$ cat config.mk
export PLATFORM = sky130hd
export DESIGN_NAME = wash_seq_ctrl
export DESIGN_NICKNAME = d
export VERILOG_FILES = /design/src/rtl/wash_seq_ctrl.sv
export SDC_FILE = /design/constraint.sdc
export NUM_CORES = 1
export LEC_CHECK = 0
export BUFFER_PORTS_ARGS = -buffer_cell sky130_fd_sc_hd__buf_4
export CORE_MARGIN = 2
export CORE_UTILIZATION = 32
export DETAILED_ROUTE_END_ITERATION = 12
export SLEW_MARGIN = 10
export SYNTH_ARGS = -nofsm -noshare
export SYNTH_HDL_FRONTEND = slang
export SYNTH_SLANG_ARGS = --single-unit
$ cat constraint.sdc
create_clock -name clk -period 4.05 [get_ports clk]
set_input_delay 0.2025 -clock clk [delete_from_list [all_inputs] [get_ports clk]]
set_output_delay 0.2025 -clock clk [all_outputs]
set_load 0.01 [all_outputs]
$ cat src/rtl/wash_seq_ctrl.sv
// Washer program sequencer: coin pricing, per-program phase masks and run-time
// durations, door pause/resume and a remaining-ticks readout. All outputs registered.
module wash_seq_ctrl #(
  parameter int                    NUM_PROG  = 4,
  parameter int                    TW        = 8,
  parameter int                    TICK_DIV  = 190,
  parameter int                    PRICE     = 2,
  parameter int                    CW        = 4,
  parameter logic [4*NUM_PROG-1:0] PROG_MASK = 16'hFFFF
) (
  input  logic                     clk,
  input  logic                     rst,
  input  logic [NUM_PROG-1:0]      prog_sel,
  input  logic                     coin,
  input  logic                     start,
  input  logic                     cancel,
  input  logic                     door_open,
  input  logic [NUM_PROG*4*TW-1:0] dur_tbl,
  output logic                     idle,
  output logic                     ready,
  output logic [3:0]               phase,
  output logic                     paused,
  output logic                     done,
  output logic                     error,
  output logic                     coin_rtrn,
  output logic [CW-1:0]            credit,
  output logic [TW-1:0]            remain
);

  localparam int PW  = (NUM_PROG > 1) ? $clog2(NUM_PROG) : 1;
  localparam int PSW = (TICK_DIV > 1) ? $clog2(TICK_DIV) : 1;
  localparam logic [CW-1:0]  CMAX      = {CW{1'b1}};
  localparam logic [CW-1:0]  PRICE_C   = CW'(PRICE);
  localparam logic [PSW-1:0] TICK_LAST = PSW'(TICK_DIV - 1);

  typedef enum logic [2:0] {
    S_IDLE  = 3'd0,
    S_PAY   = 3'd1,
    S_READY = 3'd2,
    S_RUN   = 3'd3,
    S_PAUSE = 3'd4,
    S_DONE  = 3'd5,
    S_ERR   = 3'd6
  } state_t;

  state_t         state_r, nxt_state_s;
  logic [CW-1:0]  credit_r, credit_nxt_s, cr_acc_s;
  logic [PW-1:0]  prog_idx_r, prog_nxt_s, sel_idx_s;
  logic [1:0]     ph_idx_r, ph_nxt_s, srch_idx_s;
  logic [TW-1:0]  remain_r, remain_nxt_s, srch_dur_s;
  logic [PSW-1:0] presc_r, presc_nxt_s;
  logic [2:0]     srch_base_s;
  logic           srch_found_s, cr_sat_s, tick_s, sel_zero_s, sel_onehot_s, rtrn_nxt_s;
  logic           idle_r, ready_r, paused_r, done_r, error_r, rtrn_r;
  logic [3:0]     phase_r;

  function automatic logic mask_of(input logic [PW-1:0] p, input logic [1:0] ph);
    return PROG_MASK[int'(p) * 4 + int'(ph)];
  endfunction

  function automatic logic [TW-1:0] dur_of(input logic [PW-1:0] p, input logic [1:0] ph,
                                           input logic [NUM_PROG*4*TW-1:0] tbl);
    return tbl[(int'(p) * 4 + int'(ph)) * TW +: TW];
  endfunction

  assign cr_sat_s     = (credit_r == CMAX);
  assign cr_acc_s     = (coin && !cr_sat_s) ? (credit_r + CW'(1)) : credit_r;
  assign tick_s       = (presc_r == TICK_LAST);
  assign sel_zero_s   = (prog_sel == {NUM_PROG{1'b0}});
  assign sel_onehot_s = $onehot(prog_sel);
  // Search starts at soak when arming, or just past the current phase when advancing.
  assign srch_base_s  = (state_r == S_RUN) ? ({1'b0, ph_idx_r} + 3'd1) : 3'd0;

  // Index of the selected program (meaningful only when prog_sel is one-hot).
  always_comb begin
    sel_idx_s = {PW{1'b0}};
    for (int i = 0; i < NUM_PROG; i++) begin
      if (prog_sel[i]) sel_idx_s = PW'(i);
      else             sel_idx_s = sel_idx_s;
    end
  end

  // First enabled, non-zero-duration phase at or after srch_base_s for the latched program.
  always_comb begin
    srch_found_s = 1'b0;
    srch_idx_s   = 2'd0;
    srch_dur_s   = {TW{1'b0}};
    for (int i = 3; i >= 0; i--) begin
      if ((3'(i) >= srch_base_s) && mask_of(prog_idx_r, 2'(i)) &&
          (dur_of(prog_idx_r, 2'(i), dur_tbl) != {TW{1'b0}})) begin
        srch_found_s = 1'b1;
        srch_idx_s   = 2'(i);
        srch_dur_s   = dur_of(prog_idx_r, 2'(i), dur_tbl);
      end else begin
        srch_found_s = srch_found_s;
      end
    end
  end

  // Next-state, credit, coin return and phase/timer datapath.
  always_comb begin
    nxt_state_s  = state_r;
    credit_nxt_s = credit_r;
    rtrn_nxt_s   = 1'b0;
    prog_nxt_s   = prog_idx_r;
    ph_nxt_s     = ph_idx_r;
    remain_nxt_s = remain_r;
    presc_nxt_s  = presc_r;
    case (state_r)
      S_IDLE: begin
        if (coin) begin
          nxt_state_s  = S_PAY;
          credit_nxt_s = cr_acc_s;
          rtrn_nxt_s   = cr_sat_s;
        end else begin
          nxt_state_s = S_IDLE;
        end
      end
      S_PAY: begin
        if (cancel) begin
          nxt_state_s  = S_IDLE;
          credit_nxt_s = {CW{1'b0}};
          rtrn_nxt_s   = 1'b1;
        end else begin
          credit_nxt_s = cr_acc_s;
          rtrn_nxt_s   = coin && cr_sat_s;
          if ((cr_acc_s < PRICE_C) || sel_zero_s) begin
            nxt_state_s = S_PAY;
          end else if (sel_onehot_s) begin
            nxt_state_s = S_READY;
            prog_nxt_s  = sel_idx_s;
          end else begin
            nxt_state_s  = S_ERR;
            credit_nxt_s = {CW{1'b0}};
            rtrn_nxt_s   = 1'b1;
          end
        end
      end
      S_READY: begin
        if (cancel) begin
          nxt_state_s  = S_IDLE;
          credit_nxt_s = {CW{1'b0}};
          rtrn_nxt_s   = 1'b1;
        end else begin
          rtrn_nxt_s = coin;
          if (start && !door_open) begin
            credit_nxt_s = credit_r - PRICE_C;
            presc_nxt_s  = {PSW{1'b0}};
            if (srch_found_s) begin
              nxt_state_s  = S_RUN;
              ph_nxt_s     = srch_idx_s;
              remain_nxt_s = srch_dur_s;
            end else begin
              nxt_state_s = S_DONE;
            end
          end else begin
            nxt_state_s = S_READY;
          end
        end
      end
      S_RUN: begin
        rtrn_nxt_s = coin;
        if (cancel) begin
          nxt_state_s  = S_IDLE;
          remain_nxt_s = {TW{1'b0}};
          presc_nxt_s  = {PSW{1'b0}};
        end else if (door_open) begin
          nxt_state_s = S_PAUSE;
        end else if (tick_s) begin
          presc_nxt_s = {PSW{1'b0}};
          if (remain_r == TW'(1)) begin
            if (srch_found_s) begin
              ph_nxt_s     = srch_idx_s;
              remain_nxt_s = srch_dur_s;
            end else begin
              nxt_state_s  = S_DONE;
              remain_nxt_s = {TW{1'b0}};
            end
          end else begin
            remain_nxt_s = remain_r - TW'(1);
          end
        end else begin
          presc_nxt_s = presc_r + PSW'(1);
        end
      end
      S_PAUSE: begin
        rtrn_nxt_s = coin;
        if (cancel) begin
          nxt_state_s  = S_IDLE;
          remain_nxt_s = {TW{1'b0}};
          presc_nxt_s  = {PSW{1'b0}};
        end else if (!door_open) begin
          nxt_state_s = S_RUN;
        end else begin
          nxt_state_s = S_PAUSE;
        end
      end
      S_DONE: begin
        rtrn_nxt_s = coin;
        if (cancel || (credit_r == {CW{1'b0}})) nxt_state_s = S_IDLE;
        else                                    nxt_state_s = S_PAY;
      end
      S_ERR: begin
        rtrn_nxt_s = coin;
        if (cancel) nxt_state_s = S_IDLE;
        else        nxt_state_s = S_ERR;
      end
      default: begin
        nxt_state_s  = S_IDLE;
        credit_nxt_s = {CW{1'b0}};
        remain_nxt_s = {TW{1'b0}};
        presc_nxt_s  = {PSW{1'b0}};
      end
    endcase
  end

  // State, datapath and registered outputs; outputs are decoded from the next state.
  always_ff @(posedge clk) begin
    if (rst) begin
      state_r    <= S_IDLE;
      credit_r   <= {CW{1'b0}};
      prog_idx_r <= {PW{1'b0}};
      ph_idx_r   <= 2'd0;
      remain_r   <= {TW{1'b0}};
      presc_r    <= {PSW{1'b0}};
      idle_r     <= 1'b1;
      ready_r    <= 1'b0;
      paused_r   <= 1'b0;
      done_r     <= 1'b0;
      error_r    <= 1'b0;
      rtrn_r     <= 1'b0;
      phase_r    <= 4'b0000;
    end else begin
      state_r    <= nxt_state_s;
      credit_r   <= credit_nxt_s;
      prog_idx_r <= prog_nxt_s;
      ph_idx_r   <= ph_nxt_s;
      remain_r   <= remain_nxt_s;
      presc_r    <= presc_nxt_s;
      idle_r     <= (nxt_state_s == S_IDLE) || (nxt_state_s == S_PAY);
      ready_r    <= (nxt_state_s == S_READY);
      paused_r   <= (nxt_state_s == S_PAUSE);
      done_r     <= (nxt_state_s == S_DONE);
      error_r    <= (nxt_state_s == S_ERR);
      rtrn_r     <= rtrn_nxt_s;
      phase_r    <= ((nxt_state_s == S_RUN) || (nxt_state_s == S_PAUSE)) ?
                    (4'b0001 << ph_nxt_s) : 4'b0000;
    end
  end

  assign idle      = idle_r;
  assign ready     = ready_r;
  assign phase     = phase_r;
  assign paused    = paused_r;
  assign done      = done_r;
  assign error     = error_r;
  assign coin_rtrn = rtrn_r;
  assign credit    = credit_r;
  assign remain    = remain_r;

endmodule

==> results of run 1 <==
[flip-flops by register name (all words and copies together), names as in the netlist]
signal / cells
presc_r: 8
remain: 8
credit: 4
phase: 4
state_r: 3
ph_idx_r: 2
prog_idx_r: 2
coin_rtrn: 1
done: 1
error: 1
idle: 1
paused: 1
ready: 1
[how the worst max path moves through the flow]
stage / startpoint / cells past startpoint / slack [ns] / endpoint
after CTS: prog_idx_r[0] / 8 / 0.61 / phase[2]
after floorplan: prog_idx_r[1] / 9 / 1.05 / phase[1]
after global placement: prog_idx_r[0] / 8 / 0.75 / remain[6]
after detailed placement: prog_idx_r[0] / 8 / 0.62 / phase[2]
after global routing: prog_idx_r[0] / 8 / 0.32 / phase[2]
final: prog_idx_r[0] / 8 / 0.61 / remain[1]
[worst min-delay path, delay by kind of cell]
family                 cells  cell delay (ns)
and+or+nand+nor            1             0.07
buffers and inverters      1             0.16
AOI/OAI and AO/OA          1             0.06
[cell type report]
class	instances	area, um^2
clock buffer	5	68.8
inverter	19	71.3
tap	140	175
clock inverter	3	68.8
timing repair buffer	164	1240
multi-input combinational	318	2590
sequential	37	742
fill	1045	5830
[cell usage in the layout (no fill, tap or decap), drive strengths merged, types with 3 or more instances in the layout]
| cell type | instances |
|---|---|
| a21boi | 4 |
| inv | 19 |
| xnor2 | 5 |
| clkbuf | 5 |
| nor3b | 5 |
| and3 | 3 |
| ha | 12 |
| nor2 | 41 |
| mux4 | 32 |
| a21oi | 17 |
| a2111oi | 3 |
| a211oi | 9 |
| buf | 164 |
| and3b | 3 |
| and4 | 3 |
| nor3 | 17 |
| a31oi | 6 |
| a311oi | 3 |
| nor4 | 3 |
| nand2 | 32 |
| or4 | 6 |
| o21ai | 21 |
| a32oi | 8 |
| dfxtp | 37 |
| a21o | 4 |
| nand4 | 5 |
| o31ai | 4 |
| nor2b | 8 |
| xor2 | 4 |
| o22ai | 3 |
| nand2b | 4 |
| and2 | 3 |
| nand3 | 13 |
| o211ai | 3 |
[layer usage]
metal  vias to the layer above  wire (um)
met3                        22        633
met1                      1823       4670
met2                       129       6300
met4                         0        325
met5                         -          0
li1                       1834          -
[metrics by stage]
step / total power, uW / hold WS [ns] / instance area, um^2
finish: 1150 / 0.231 / 4960
global route: 1210 / 0.254 / 4960
CTS: 1160 / 0.220 / 4960
detailed placement: 758 / 0.511 / 4830
global placement: 752 / 0.503 / 4830
floorplan: 590 / 0.383 / 3530
[report_power, final]
part / switching, uW / total [uW] / internal, uW
Clock: 154 / 402 / 248
Sequential: 26.5 / 404 / 377
Combinational: 153 / 346 / 192
[cell families after synthesis]
kind of cell             after synthesis
XOR/XNOR                               9
buffers and inverters                 46
multiplexers                          36
flip-flops                            37
adder cells (fa/ha/maj)               13
AO/OA/AOI/OAI                        105
AND/OR/NAND/NOR                      155
==> impl_metrics.yaml, run 1 <==
global_routing:
  grtUsageMet2_pct: 38.4
  grt_pass1_wl_mm: 19.0
  busiest_layer: "met2"
  grt_util_met1_pct: 22.8
  grt_pass1_vias: 3941
  grt_max_degree: 34
  overflow: 0
  groute.usage.overall_pct: 20.4
  antenna_found_initial: 0
  use_met3_pct: 3.47
routing:
  drc: 0
  wire_per_inst_um: 17.4
  ant_nets: 0
  drt_first_pass_iters: 4
  vias_per_cell: 5.55
  route.final.wire_length_mm: 11.9
  drtIter0Drc: 206
  vias: 3808
final_layout:
  nNetsFinal: 696
  drive_above_1_share_pct: 40.1
  post-route-util_pct: 46.0
  layoutNonFillerInstCount: 686
  num_antenna_cells: 0
  area_growth_syn_to_layout_pct: 40.6
placed_design:
  gp_congestion: 0.860
  preCtsSetupSlack_ns: 0.616
  place_hpwl_mm: 9.80
  placed_cells: 678
  io_buffers: 159
clocking:
  cts_resized: 0
  cts_hold_buf: 0
  cts_buffers: 5
  cts_max_path_buffers: 2
  cts_max_level: 2
  cts_setup_buffers: 0
  clk_pin_slew_ns: 0.08
  clk_latency_ns: 0.30
  clock_sinks: 37
  cts_root_buf: "clkbuf_8"
  tritoncts: "yes"
critical_path:
  end_kind: "flop"
  cp_slowest_stage_delay_ns: 0.58
  crit_type: "flop to flop"
  cp.required_ns: 4.26
  worstRegToRegCells: 8
  r2r_slack_ns: 0.61
  crit_chain: "buf_12 -> mux4_2 -> or4_4 -> o21ai_4 -> and4_1 -> a21o_1 -> nor3_1 -> a211oi_1"
  cp_top_family: "compound AO/OA/AOI/OAI gates"
  crit_fanout: 26
  r2r_end: "remain[1]"
  arrival_ns: 3.65
  start_kind: "flop"
  critPathSlowestCell: "mux4_2"
  worst-path-buf-inv: 1
  r2r-start: "prog_idx_r[0]"
synthesis:
  ys.flop_type: "dfxtp_1"
  synth.area.top_cells: "dfxtp_1 21%, mux4_2 20%, nor2_1 4.4%"
  synth_edf_count: 0
  synthMuxAreaShare_pct: 21.6
  syn_area_mm2: 0.00353
  avgSynthCellArea_um2: 8.81
  synth_nets: 552
  synth_adder_area_share_pct: 4.82
  synth_commonest_cells: "41 x nor2_1, 37 x dfxtp_1, 32 x mux4_2, 32 x nand2_1, 19 x clkbuf_1"
  synth_compound_area_share_pct: 21.5
  synthSimpleGateAreaFrac_pct: 23.3
  yosysUniqueCellTypes: 66
  async_flop_share_pct: 0
  synth_top_family_by_area: "simple AND/OR/NAND/NOR gates"
  synth.top_cell.area_share_pct: 21.0
  synth_cells: 401
  yosysSeqAreaShare_pct: 21.0
  yosys.area.top_type: "dfxtp_1"
  synthXorXnorAreaFrac_pct: 2.23
  synth_most_common_cell: "nor2_1"
  yosysWarnings: 0
  ys_ff_latch: 37
hold_path:
  whs_endpoint: "coin_rtrn"
  min-delay-start: "coin"
  hp-class: "input pin to flop"
  hold_depth: 3
timing:
  final-setup-viol-count: 0
  rsz0062_at_grt: "no"
  fin_crit_ns: 3.44
  finalHoldViolCount: 0
  tightestPinTransition_ns: 0.715
  fin_skew_ns: 0.00394
  fin_ws_ns: 0.614
  tns_ns: 0
  fmax_mhz: 291
  drv_slew: 0
  relSlewSlack_pct: 52.0
  timing.final.crit_share_pct: 84.9
power:
  max-vdd-ir-drop_mv: 0.189
  p_per_area_mw_per_mm2: 232
  p_leak_uw: 0.00202
die:
  die_area_mm2: 0.0119
  die_h_um: 109
  initial_core_util_pct: 32.7
  core_mm2: 0.0108
  fp.dieW_um: 109
  io_pins: 160
  fp-row-count: 38
status:
  status: "finished clean"
flow_run:
  max-cap-violations: 0
(Power assumes the default switching activity.)
==> run 2: changes to the inputs <==
Clock period 4.05 ns to 3.1 ns, I/O delays scaled along.
==> run 2 against run 1 <==
Via count up 1.9%. Die area unchanged. Critical endpoint is now remain[3]. Register-to-register slack worse by 0.49 ns. Largest cell class unchanged. Largest power group unchanged.
==> impl_metrics.yaml, run 2 (synthesized netlist as in run 1, its figures left out) <==
die:
  fp.dieW_um: 109
  fp-row-count: 38
  core_mm2: 0.0108
  io_pins: 160
  die_h_um: 109
  die_area_mm2: 0.0119
  initial_core_util_pct: 32.7
critical_path:
  r2r_end: "remain[3]"
  worstRegToRegCells: 9
  end_kind: "flop"
  r2r_slack_ns: 0.13
  r2r-start: "prog_idx_r[0]"
  crit_type: "flop to flop"
  start_kind: "flop"
  crit_fanout: 12
  cp.required_ns: 3.31
  arrival_ns: 3.18
power:
  p_per_area_mw_per_mm2: 262
  max-vdd-ir-drop_mv: 0.184
  p_leak_uw: 0.00211
timing:
  final-setup-viol-count: 0
  fin_crit_ns: 2.97
  relSlewSlack_pct: 48.6
  tightestPinTransition_ns: 0.761
  fmax_mhz: 336
  fin_skew_ns: 0.00673
  drv_slew: 0
  fin_ws_ns: 0.128
  timing.final.crit_share_pct: 95.9
  holdWs_ns: 0.211
  finalHoldViolCount: 0
placed_design:
  io_buffers: 159
  gp_congestion: 0.916
  place_hpwl_mm: 10.1
  placed_cells: 696
  preCtsSetupSlack_ns: 0.00279
final_layout:
  final_common_cell: "buf_4"
  nNetsFinal: 717
  fillerInstances: 1048
  layoutNonFillerInstCount: 707
  drive_above_1_share_pct: 42.9
  area_growth_syn_to_layout_pct: 45.3
  num_antenna_cells: 0
  area.sequential_um2: 744
  mostFrequentLayoutCells: "180 x buf_4, 41 x nor2_1, 36 x dfxtp_1, 32 x nand2_1, 32 x mux4_2"
  multiInputGateArea_mm2: 0.00264
routing:
  wire_per_inst_um: 17.4
  route.final.wire_length_mm: 12.3
  drt_first_pass_iters: 4
  ant_nets: 0
  drc: 0
  drtIter0Drc: 199
  vias: 3880
  vias_per_cell: 5.49
status:
  status: "finished clean"
global_routing:
  groute.usage.overall_pct: 20.9
  grt_pass1_wl_mm: 19.5
  grt_pass1_vias: 4021
  antenna_found_initial: 0
  overflow: 0
  grt_max_degree: 34
clocking:
  tritoncts: "yes"
  cts_hold_buf: 0
  clk_pin_slew_ns: 0.08
  clock_sinks: 37
  cts_max_path_buffers: 2
  cts_max_level: 2
  clk_latency_ns: 0.29
  cts_root_buf: "clkbuf_8"
  cts_buffers: 5
hold_path:
  hp-class: "input pin to flop"
  whs_endpoint: "coin_rtrn"
  hold_depth: 3
  min-delay-start: "coin"
flow_run:
  max-cap-violations: 0
-- run 2: cell count changes in the layout (fill, tap and decap cells not counted), sizes merged --
cell and change:
buf +21, bufinv -2, clkbuf +1, inv -1, clkinv +2
-- run 2: final cells by class --
class                   instances  area share (%)
clock buffers                   6            1.41
clock inverters                 2           0.195
inverters                      19            1.39
multi-input cells             318            51.3
flip-flops and latches         37            14.5
well taps                     140            3.41
repair buffers                185            27.8
-- run 2: how the worst max path moves through the flow --
stage	start	endpoint	cells after the start
detailed placement	prog_idx_r[0]	phase[2]	8
floorplan	prog_idx_r[1]	phase[1]	9
CTS	prog_idx_r[0]	phase[2]	8
finish	prog_idx_r[0]	remain[3]	9
global route	prog_idx_r[0]	remain[7]	9
global placement	prog_idx_r[0]	phase[2]	8
-- run 2: worst max-delay path: stages, from the launching register on --
cell,delay (ns)
dfxtp_4,0.41
buf_12,0.17
mux4_2,0.51
or4_1,0.59
o21ai_4,0.27
buf_4,0.20
a32oi_1,0.09
a211oi_1,0.40
nor3_1,0.09
nor3_1,0.16
-- run 2: report_power, final --
group / switching, uW / internal (uW)
Sequential: 23.8 / 492
Combinational: 223 / 272
Clock: 178 / 156
-- run 2: routing by layer --
layer,GRT usage [%],wire length (um),vias to the layer above
met4,4.67,145,0
li1,-,-,1886
met2,40.5,6690,129
met1,23.3,4730,1855
met5,0,0,-
met3,4.00,716,10
-- run 2: timing repair --
action,CTS,global route
setup endpoints to repair,2,15
pin swaps,0,4
buffers inserted,0,3
gates resized for setup,1,10
-- run 2: through the flow --
step           TNS (ns)  cell area, um^2  total power [uW]  utilization, %
2_1_floorplan         0             3530               770               -
3_3_place_gp          0             4970              1010            46.1
3_5_place_dp          0             4970              1010            46.1
4_1_cts               0             5060              1350            46.9
5_1_grt         -0.0316             5130              1430            47.6
6_report              0             5130              1340            47.6
==> run 3: changes to the inputs <==
Settings changed: GPL_TIMING_DRIVEN set to 0.
==> run 3 against run 2 <==
Sequential power is essentially flat. Via count grew 2.3%. Global-route usage shrank 0.31 points. Critical path type unchanged. Total power grew 7.9%. Critical path depth is the same. Utilization grew 1.1 points. Setup slack lost 0.084 ns. Fmax shrank 2.8%. Flip-flop and latch count is the same. Largest power group unchanged. Final area grew 2.3%. Non-clock buffer count grew 9.
==> impl_metrics.yaml, run 3 (synthesized netlist as in run 1, its figures left out) <==
die:
  initial_core_util_pct: 32.7
  die_h_um: 109
  core_mm2: 0.0108
  die_area_mm2: 0.0119
  fp.dieW_um: 109
  fp-row-count: 38
  io_pins: 160
final_layout:
  mostFrequentLayoutCells: "167 x buf_4, 41 x nor2_1, 36 x dfxtp_1, 32 x nand2_1, 32 x mux4_2"
  nNetsFinal: 726
  area_growth_syn_to_layout_pct: 48.7
  post-route-util_pct: 48.7
  num_antenna_cells: 0
  fillerInstances: 1017
  final_common_cell: "buf_4"
  drive_above_1_share_pct: 42.9
  fin_area_mm2: 0.00525
timing:
  timing.final.crit_share_pct: 98.6
  rsz0062_at_grt: "yes"
  finalHoldViolCount: 0
  holdWs_ns: 0.190
  fin_crit_ns: 3.06
  final-setup-viol-count: 0
  fmax_mhz: 327
  fin_skew_ns: 0.00885
  drv_slew: 0
  tightestPinTransition_ns: 0.752
  relSlewSlack_pct: 49.2
status:
  status: "finished clean"
flow_run:
  max-cap-violations: 0
routing:
  drt_first_pass_iters: 4
  wire_per_inst_um: 17.1
  vias_per_cell: 5.55
  drtIter0Drc: 233
  route.final.wire_length_mm: 12.3
  drc: 0
  ant_nets: 0
  vias: 3971
global_routing:
  groute.usage.overall_pct: 20.6
  grt_pass1_vias: 3930
  grt_max_degree: 13
  grt_pass1_wl_mm: 19.1
  overflow: 0
  antenna_found_initial: 0
critical_path:
  end_kind: "flop"
  crit_type: "flop to flop"
  crit_fanout: 8
  arrival_ns: 3.22
  start_kind: "flop"
  cp.required_ns: 3.26
placed_design:
  place_hpwl_mm: 10.1
  placed_area_mm2: 0.00489
  gp_congestion: 0.883
  io_buffers: 158
clocking:
  cts_max_level: 2
  cts_buffers: 5
  clock_sinks: 37
  clk_latency_ns: 0.29
  cts_root_buf: "clkbuf_8"
  tritoncts: "yes"
  cts_max_path_buffers: 2
  clk_pin_slew_ns: 0.08
  cts_hold_buf: 0
power:
  power_uw: 1450
  max-vdd-ir-drop_mv: 0.180
  p_per_area_mw_per_mm2: 276
  p_leak_uw: 0.00213
hold_path:
  hp-class: "input pin to flop"
run 3: changes by cell type in the layout (fill, tap and decap cells not counted), moves of 2 or more:
cell and change:
buf_4 -13, clkinv_2 -2, a211oi_2 +4, clkbuf_16 +2, or4_4 +3, clkbuf_4 +2
a211oi_1 -4, clkbuf_2 +2, or4_1 -3, clkbuf_1 +13, buf_6 -2, nor3_2 +2
nor3_1 -2
run 3: path summary, 6_finish.rpt:
check,from,cells past startpoint,slack (ns),to
worst max-delay path,prog_idx_r[0],9,0.04,phase[3]
worst min-delay path,rst,4,0.19,phase[0]
worst min register to register,remain[4],2,0.53,remain[4]
worst max register to register,prog_idx_r[0],9,0.04,phase[3]
run 3: report_power, final:
group / internal, uW / switching, uW
Combinational: 267 / 227
Clock: 262 / 182
Sequential: 493 / 20.2
run 3: per-stage QoR:
stage                     setup slack (ns)  TNS [ns]  instances
after floorplan                     0.0961         0        401
after global placement              -0.383     -4.03        699
after detailed placement            -0.413     -4.47        699
after CTS                          0.00690         0        711
after global routing               -0.0327   -0.0726        716
final                               0.0439         0        716
run 3: layout make-up:
cell class,count,area (um^2),area share [%]
Inverter,19,71.3,1.36
Multi-Input combinational cell,318,2670,50.8
Buffer,26,180,3.43
Timing Repair Buffer,168,1300,24.7
Clock buffer,6,82.6,1.57
Tap cell,140,175,3.34
Sequential cell,37,742,14.1
Clock inverter,2,37.5,0.715
run 3: what timing repair did:
action                                  4_1_cts  5_1_grt
gates cloned                                  0        2
pin swaps                                     4        5
gates resized for setup                      17       19
setup buffers                                 5        3
endpoints found under the setup margin       19       16
run 3: critical path, stage by stage, from the launching register on:
cell and delay, ns:
dfxtp_2 0.35, buf_12 0.15, clkbuf_16 0.15, mux4_2 0.51, or4_4 0.55, o21ai_4 0.23
nand4_4 0.15, a311oi_4 0.35, mux2i_2 0.38, nor4_1 0.10
run 3: per-layer routing:
| metal | share of wire (%) | wire, um | track usage (%) |
|---|---|---|---|
| met2 | 53 | 6480 | 38.1 |
| met4 | 2.1 | 263 | 6.04 |
| met3 | 6.0 | 732 | 3.59 |
| met5 | 0 | 0 | 0 |
| met1 | 39 | 4780 | 24.2 |
